===== config.mk =====
export PLATFORM = sky130hd
export DESIGN_NAME = roic_sync_seq_gen
export DESIGN_NICKNAME = d
export VERILOG_FILES = /design/src/rtl/roic_sync_seq_gen.sv
export SDC_FILE = /design/constraint.sdc
export NUM_CORES = 1
export LEC_CHECK = 0
export BUFFER_PORTS_ARGS = -buffer_cell sky130_fd_sc_hd__buf_2
export CORE_AREA = 2 2 115 117
export DETAILED_ROUTE_END_ITERATION = 16
export DIE_AREA = 0 0 117 119
export GPL_TIMING_DRIVEN = 0
export PLACE_DENSITY = 0.73
export RECOVER_POWER = 50
export SETUP_SLACK_MARGIN = 0.02
export SLEW_MARGIN = 20
export SYNTH_ARGS = -nofsm -noshare
export SYNTH_HDL_FRONTEND = slang
export SYNTH_SLANG_ARGS = --single-unit

===== constraint.sdc =====
create_clock -name clk_20mhz -period 2.36 [get_ports clk_20mhz]
set_input_delay 0.118 -clock clk_20mhz [delete_from_list [all_inputs] [get_ports clk_20mhz]]
set_output_delay 0.118 -clock clk_20mhz [all_outputs]
set_load 0.01 [all_outputs]

===== src/rtl/roic_sync_seq_gen.sv =====
// ROIC frame-sync / test-pulse sequencer: per frame a SYNC pulse, a programmable gap, then a
// TP_SEL window, repeated for a configured frame count or until abort.
module roic_sync_seq_gen #(
   parameter int unsigned CNT_W   = 16,
   parameter int unsigned FRAME_W = 8
) (
   input  logic               clk_20mhz,
   input  logic               rst_20mhz,
   input  logic               start,
   input  logic               abort,
   input  logic [CNT_W-1:0]   cfg_sync_width,
   input  logic [CNT_W-1:0]   cfg_tp_delay,
   input  logic [CNT_W-1:0]   cfg_tp_width,
   input  logic [FRAME_W-1:0] cfg_frames,
   output logic               fsm_wait_roic_sync,
   output logic               fsm_wait_tp_sel,
   output logic               busy,
   output logic               done,
   output logic               cfg_err,
   output logic [FRAME_W-1:0] frame_cnt
);

   typedef enum logic [2:0] {StIdle, StSync, StGap, StTp, StFin} state_e;

   localparam logic [CNT_W-1:0]   CntOne   = CNT_W'(1);
   localparam logic [FRAME_W:0]   FrameOne = (FRAME_W + 1)'(1);

   state_e             state_q, state_d;
   logic [CNT_W-1:0]   cnt_q, cnt_d;
   logic [FRAME_W-1:0] frame_q, frame_d;
   logic [CNT_W-1:0]   sync_w_q, sync_w_d;
   logic [CNT_W-1:0]   delay_q, delay_d;
   logic [CNT_W-1:0]   tp_w_q, tp_w_d;
   logic [FRAME_W-1:0] frames_q, frames_d;
   logic               err_d;
   logic               eof;
   logic [FRAME_W:0]   frame_inc;

   // One bit wider so the frames-remaining compare cannot wrap at all-ones.
   assign frame_inc = {1'b0, frame_q} + FrameOne;

   always_comb begin
      state_d  = state_q;
      cnt_d    = cnt_q;
      frame_d  = frame_q;
      sync_w_d = sync_w_q;
      delay_d  = delay_q;
      tp_w_d   = tp_w_q;
      frames_d = frames_q;
      err_d    = 1'b0;
      eof      = 1'b0;

      if (abort) begin
         state_d = StIdle;
      end else begin
         unique case (state_q)
            StIdle: begin
               if (start) begin
                  if (cfg_sync_width == '0) begin
                     err_d = 1'b1;
                  end else begin
                     state_d  = StSync;
                     cnt_d    = cfg_sync_width - CntOne;
                     frame_d  = '0;
                     sync_w_d = cfg_sync_width;
                     delay_d  = cfg_tp_delay;
                     tp_w_d   = cfg_tp_width;
                     frames_d = cfg_frames;
                  end
               end
            end
            StSync: begin
               if (cnt_q != '0) begin
                  cnt_d = cnt_q - CntOne;
               end else if (delay_q != '0) begin
                  state_d = StGap;
                  cnt_d   = delay_q - CntOne;
               end else if (tp_w_q != '0) begin
                  state_d = StTp;
                  cnt_d   = tp_w_q - CntOne;
               end else begin
                  eof = 1'b1;
               end
            end
            StGap: begin
               if (cnt_q != '0) begin
                  cnt_d = cnt_q - CntOne;
               end else if (tp_w_q != '0) begin
                  state_d = StTp;
                  cnt_d   = tp_w_q - CntOne;
               end else begin
                  eof = 1'b1;
               end
            end
            StTp: begin
               if (cnt_q != '0) begin
                  cnt_d = cnt_q - CntOne;
               end else begin
                  eof = 1'b1;
               end
            end
            StFin:   state_d = StIdle;
            default: state_d = StIdle;
         endcase

         if (eof) begin
            frame_d = (&frame_q) ? frame_q : frame_inc[FRAME_W-1:0];
            if (frames_q == '0 || frame_inc < {1'b0, frames_q}) begin
               state_d = StSync;
               cnt_d   = sync_w_q - CntOne;
            end else begin
               state_d = StFin;
            end
         end
      end
   end

   always_ff @(posedge clk_20mhz or posedge rst_20mhz) begin
      if (rst_20mhz) begin
         state_q  <= StIdle;
         cnt_q    <= '0;
         frame_q  <= '0;
         sync_w_q <= '0;
         delay_q  <= '0;
         tp_w_q   <= '0;
         frames_q <= '0;
      end else begin
         state_q  <= state_d;
         cnt_q    <= cnt_d;
         frame_q  <= frame_d;
         sync_w_q <= sync_w_d;
         delay_q  <= delay_d;
         tp_w_q   <= tp_w_d;
         frames_q <= frames_d;
      end
   end

   // Outputs are flopped from the next state so they line up with the state register.
   always_ff @(posedge clk_20mhz or posedge rst_20mhz) begin
      if (rst_20mhz) begin
         fsm_wait_roic_sync <= 1'b0;
         fsm_wait_tp_sel    <= 1'b0;
         busy               <= 1'b0;
         done               <= 1'b0;
         cfg_err            <= 1'b0;
      end else begin
         fsm_wait_roic_sync <= (state_d == StSync);
         fsm_wait_tp_sel    <= (state_d == StTp);
         busy               <= (state_d == StSync) || (state_d == StGap) || (state_d == StTp);
         done               <= (state_d == StFin);
         cfg_err            <= err_d;
      end
   end

   assign frame_cnt = frame_q;

endmodule


; Yosys cells after proc, flatten, opt, wreduce, memory -nomap -nowiden
; Cells that the tools add are included.
; W data, S select, Z words.
[op_classes]
n_eq_ne = 9
n_lt_le_gt_ge = 1
muxes = 36
bitwise_logic = 2
addsub = 6
n_reduce_logical = 14
[op_table]
columns = operator, n
row1 = $mux W16, 9
row2 = $sub A16 B1 Y16 const B, 5
row3 = $pmux W16 S4, 1
row4 = $reduce_bool A16 Y1, 3
row5 = $mux W8, 5
row6 = $mux W3, 9
row7 = $logic_not A16 Y1, 1
row8 = $eq A3 B2 Y1 const B, 4
row9 = $pmux W3 S4, 1
row10 = $mux W1, 10
row11 = $add A8 B1 Y9 const B, 1
row12 = $lt A9 B8 Y1, 1
row13 = $logic_not A8 Y1, 1
row14 = $reduce_and A8 Y1, 1
row15 = $eq A3 B1 Y1 const B, 2
row16 = $reduce_and A5 Y1, 1
row17 = $reduce_and A4 Y1, 1
row18 = $reduce_bool A2 Y1, 2
row19 = $eq A3 B3 Y1 const B, 1
row20 = $logic_not A3 Y1, 1
row21 = $logic_or A1 B1 Y1, 3
row22 = $pmux W1 S3, 1
row23 = $ne A2 B1 Y1 const B, 1
row24 = $ne A2 B2 Y1 const B, 1
row25 = $not A1 Y1, 2
[totals]
word_cells = 80
out_inout_bits = 13
input_bits = 60
ff_bits = 88

; Depth between registers and ports, before layout
[logic_depth]
depth_word = 11
ltp_mapped = 12
depth_no_buf = 11

; Worst setup path after synthesis
; Ideal clock, no wire load.
[synth_path]
path_type = register to register
start = reg frame_q[0], in the netlist frame_cnt[0]
end = reg cnt_q[4]
synth_period_minus_slack_ns = 2.713
t_required_ns = 2.229
setup_ns = 0.131
path_stages_with_launch = 13
arrival_time_ns = 2.582
path_slack_ns = -0.353
cell_sequence = dfrtp_1 > ha_1 > nand3_1 > xnor2_1 > ha_1 > a21o_1 > a21oi_1 > o21a_1 > o211ai_1 > or2_2 > clkbuf_1 > o31ai_1 > a21oi_1
[synth_between]
elab_chain_cells = 5
[synth_lines]
columns = item, line_no
row1 = start: declaration, 30  ; logic [FRAME_W-1:0] frame_q, frame_d;
row2 = start signal: assignment, 130  ; frame_q <= frame_d;
row3 = $add A8 B1 Y9, 40  ; assign frame_inc = {1'b0, frame_q} + FrameOne;
row4 = $lt A9 B8 Y1, 108  ; if (frames_q == '0 || frame_inc < {1'b0, frames_q}) begin
row5 = $logic_or A1 B1 Y1, 108
row6 = $mux W16, 108
row7 = $mux W16, 106  ; if (eof) begin
row8 = end signal: assignment, 129  ; cnt_q <= cnt_d;
row9 = end: declaration, 29  ; logic [CNT_W-1:0] cnt_q, cnt_d;
; Every way passes these cells.
; A chain may end at the register's enable or synchronous reset.

; Worst setup path after layout
[layout_path]
start = reg tp_w_q[13]
end = reg cnt_q[4]
[layout_between]
elab_chain_cells = 7
elab_cells_between_ends = 14
cone_classes = mux: 13 / reduce/logical: 1
[layout_lines]
columns = item, line_no
row1 = start: declaration, 33  ; logic [CNT_W-1:0] tp_w_q, tp_w_d;
row2 = start signal: assignment, 133  ; tp_w_q <= tp_w_d;
row3 = $reduce_bool A16 Y1 *, "78, 88"
row4 = $mux W16 or $mux W1 (tied branches), "78, 88"
row5 = $mux W16 or $mux W1 (tied branches), 75  ; end else if (delay_q != '0) begin
row6 = $mux W16 or $mux W1 (tied branches), 73  ; if (cnt_q != '0) begin
row7 = $pmux W16 S4 or $pmux W1 S3 (tied branches), 56  ; unique case (state_q)
row8 = $mux W16 or $mux W1 (tied branches), "108, 53"
row9 = $mux W16 *, 106
; Mark *: on every way between the ends. The rest lies on a longest branch, timed or not. The select of a mux whose other input is x is not followed.

==> impl_metrics.json <==
{
  "timing.critical_path.from": "tp_w_q[13]",
  "setup_slack_ns": -0.259,
  "gr-total-overflow": 0,
  "cts_tree": "built",
  "synth.distinct_cells": 73,
  "synth_top_cell_by_area": "dfrtp_1",
  "track_usage_pct": 32.2,
  "r2r_end": "cnt_q[4]",
  "drc": 0,
  "syn_area_um2": 6370,
  "worst_slew_pin_slew_ns": 1.40,
  "r2r_setup_slack_ns": -0.26,
  "synthMostInstantiatedCell": "dfrtp_1",
  "synth_area_leaders": "dfrtp_1, mux2_2, xor2_1, xnor2_1, o21ai_0",
  "slowest_delay_ns": 0.44,
  "cap_violations": 0,
  "area_growth_pct": 40.6,
  "ff2ff_path_depth": 8,
  "multiInputGateArea_um2": 4560,
  "reg2reg_from": "tp_w_q[13]",
  "cts_made_buffers": 9,
  "cp_max_fo": 5,
  "first_pass_iters": 6,
  "clkTransAtPathRegs_ns": 0.06,
  "fin_area_um2": 8950,
  "yosys_register_bits": 88,
  "rsz0062_at_grt": "true",
  "nFillCells": 968,
  "async_reset_ff_share_pct": 100,
  "gp_congestion": 0.973,
  "wl_per_cell_um": 21.0,
  "cp.arrival_ns": 2.84,
  "clk_path_buf_depth": 2,
  "cp_cell_sequence": "nor4_4, buf_4, nor2b_1, nand3_2, o21ai_0, a21oi_1, o32ai_1, a21oi_1",
  "endpoint": "cnt_q[4]",
  "io_pins": 73,
  "die_h_um": 119,
  "relSlewSlack_pct": 5.88,
  "drive_gt1_share_pct": 37.4,
  "htreeDepth": 3,
  "place_area_um2": 7100,
  "finClkSkew_ns": 0.00744,
  "ctsRootBufferMaster": "clkbuf_16",
  "max-vdd-ir-drop_mv": 0.487,
  "clock_latency_ns": 0.36,
  "whs_ns": 0.000707,
  "vias": 6714,
  "grt_pass1_wl_um": 34200,
  "cp_common_cell": "a21oi_1",
  "critPathSlowestCell": "dfrtp_1",
  "ys_seq_area_share_pct": 34.6,
  "critPathLaunchType": "register",
  "period_minus_slack_ns": 2.62,
  "netlist_instances": 705,
  "drtIter0Drc": 801,
  "seq_area_um2": 2220,
  "cellPowerDensity_nw_per_um2": 606,
  "synth-edff-count": 0,
  "antenna_found_initial": 0,
  "synth_nets": 782,
  "antenna_cells": 0,
  "rows": 42,
  "hpwlAfterDp_um": 14900,
  "via_per_inst": 6.31,
  "path_class": "reg2reg",
  "die_w_um": 117,
  "numPortBuffers": 71,
  "initial_utilization_pct": 49.5,
  "worst_hold_path_type": "in2reg",
  "synth_common_cells": "dfrtp_1, nand2_1, mux2_2",
  "wl_um": 22300,
  "ant_nets": 0,
  "numClockSinks": 88,
  "ys_warn_count": 0,
  "synth_top_area_share_pct": 34.6,
  "final-max-slew-violation-count": 0,
  "total_leakage_power_uw": 0.00370,
  "timing.fmax_mhz": 382,
  "die_area_um2": 13900,
  "core_um2": 12900,
  "synth_ff_type": "dfrtp_1",
  "grt_max_degree": 33,
  "finalHoldViolations": 0,
  "status": "finished with violations",
  "nets": 960,
  "violations": "negative setup slack",
  "first_global_vias": 6454,
  "timing.final.crit_share_pct": 111,
  "worst_setup_path_end_kind": "register",
  "setup_viol": 28,
  "synth.avg_cell_area_um2": 9.04,
  "cp_data_required_time_ns": 2.58
}
worst max-delay path: cells and delay by family, from the launching register on:
kind,cells,cell delay [ns]
buffers and inverters,1,0.19
and+or+nand+nor,3,0.92
DFF,1,0.44
AOI/OAI and AO/OA,4,0.92
per-stage QoR:
step / worst slack, ns / instances / total power (uW) / setup TNS, ns / util (%)
after floorplan: -0.183 / 705 / 2940 / -1.05 / -
after detailed placement: -0.764 / 954 / 3360 / -45.52 / 55.1
final: -0.259 / 1064 / 5430 / -4.27 / 69.6
after global placement: -0.757 / 952 / 3300 / -44.42 / 54.8
after CTS: -0.250 / 1051 / 5260 / -3.03 / 67.5
after global routing: -0.316 / 1064 / 5660 / -6.77 / 69.6
kinds of logic after synthesis:
| group | synth area share, % |
|---|---|
| adder cells (fa/ha/maj) | 3.34 |
| XOR/XNOR | 8.66 |
| AO/OA/AOI/OAI | 17.4 |
| multiplexers | 9.35 |
| AND/OR/NAND/NOR | 22.7 |
| buffers and inverters | 4.03 |
| flip-flops | 34.6 |
how the worst min path moves through the flow:
stage	from	endpoint	slack, ns	cells after the start
5_1_grt	cfg_tp_delay[10]	delay_q[10]	0.008	2
2_1_floorplan	cfg_tp_delay[0]	delay_q[0]	0.23	2
4_1_cts	cfg_tp_delay[11]	delay_q[11]	0.0007	2
6_report	cfg_tp_delay[10]	delay_q[10]	0.0007	2
3_3_place_gp	cfg_frames[5]	frames_q[5]	0.32	3
3_5_place_dp	rst_20mhz	tp_w_q[11]	0.25	2
state kept, by name (all words and copies together) (netlist names):
register	count
busy	1
cnt_q	16
cfg_err	1
frame_cnt	8
frames_q	8
delay_q	16
fsm_wait_tp_sel	1
state_q	3
done	1
fsm_wait_roic_sync	1
sync_w_q	16
tp_w_q	16
per-layer routing:
metal / share of wire [%] / routed length [um] / GRT usage, % / vias up
met5: 0 / 0 / 0 / -
met2: 48 / 10800 / 51.4 / 344
li1: - / - / - / 2958
met4: 3.6 / 804 / 13.8 / 0
met3: 8.5 / 1900 / 6.92 / 78
met1: 40 / 8830 / 41.8 / 3334
report_power, final:
part,switching [uW],internal (uW),total (uW)
logic,887,807,1690
clock network,626,1020,1640
registers,348,1740,2090
total,1860,3570,5430
repair_timing:
| action | CTS | global route |
|---|---|---|
| endpoints found under the setup margin | 87 | 65 |
| hold endpoints to repair | 65 | 0 |
| buffers inserted | 46 | 16 |
| hold buffers | 37 | 0 |
| gates resized for setup | 122 | 55 |
| pin swaps | 38 | 36 |
| gates cloned | 1 | 0 |
area by class of cell:
type	count	area share, %
Buffer	33	2.57
Clock buffer	12	2.98
Clock inverter	4	0.824
Inverter	26	1.13
Multi-Input combinational cell	554	51.0
Sequential cell	88	24.7
Tap cell	176	2.46
Timing Repair Buffer	171	14.3
cell usage in the layout, fill, tap and decap left out, types with 22 or more instances in the layout:
| master | netlist | final |
|---|---|---|
| xnor2_1 | 31 | 29 |
| nor2_1 | 42 | 34 |
| buf_4 | 0 | 54 |
| dfrtp_1 | 88 | 77 |
| xor2_1 | 32 | 30 |
| buf_2 | 4 | 66 |
| nor3_1 | 31 | 22 |
| nand2_1 | 56 | 52 |
| dlygate4sd3_1 | 0 | 37 |
| mux2_2 | 52 | 44 |
| o21ai_0 | 50 | 43 |
| a21oi_1 | 24 | 22 |
(Power assumes the default switching activity.)
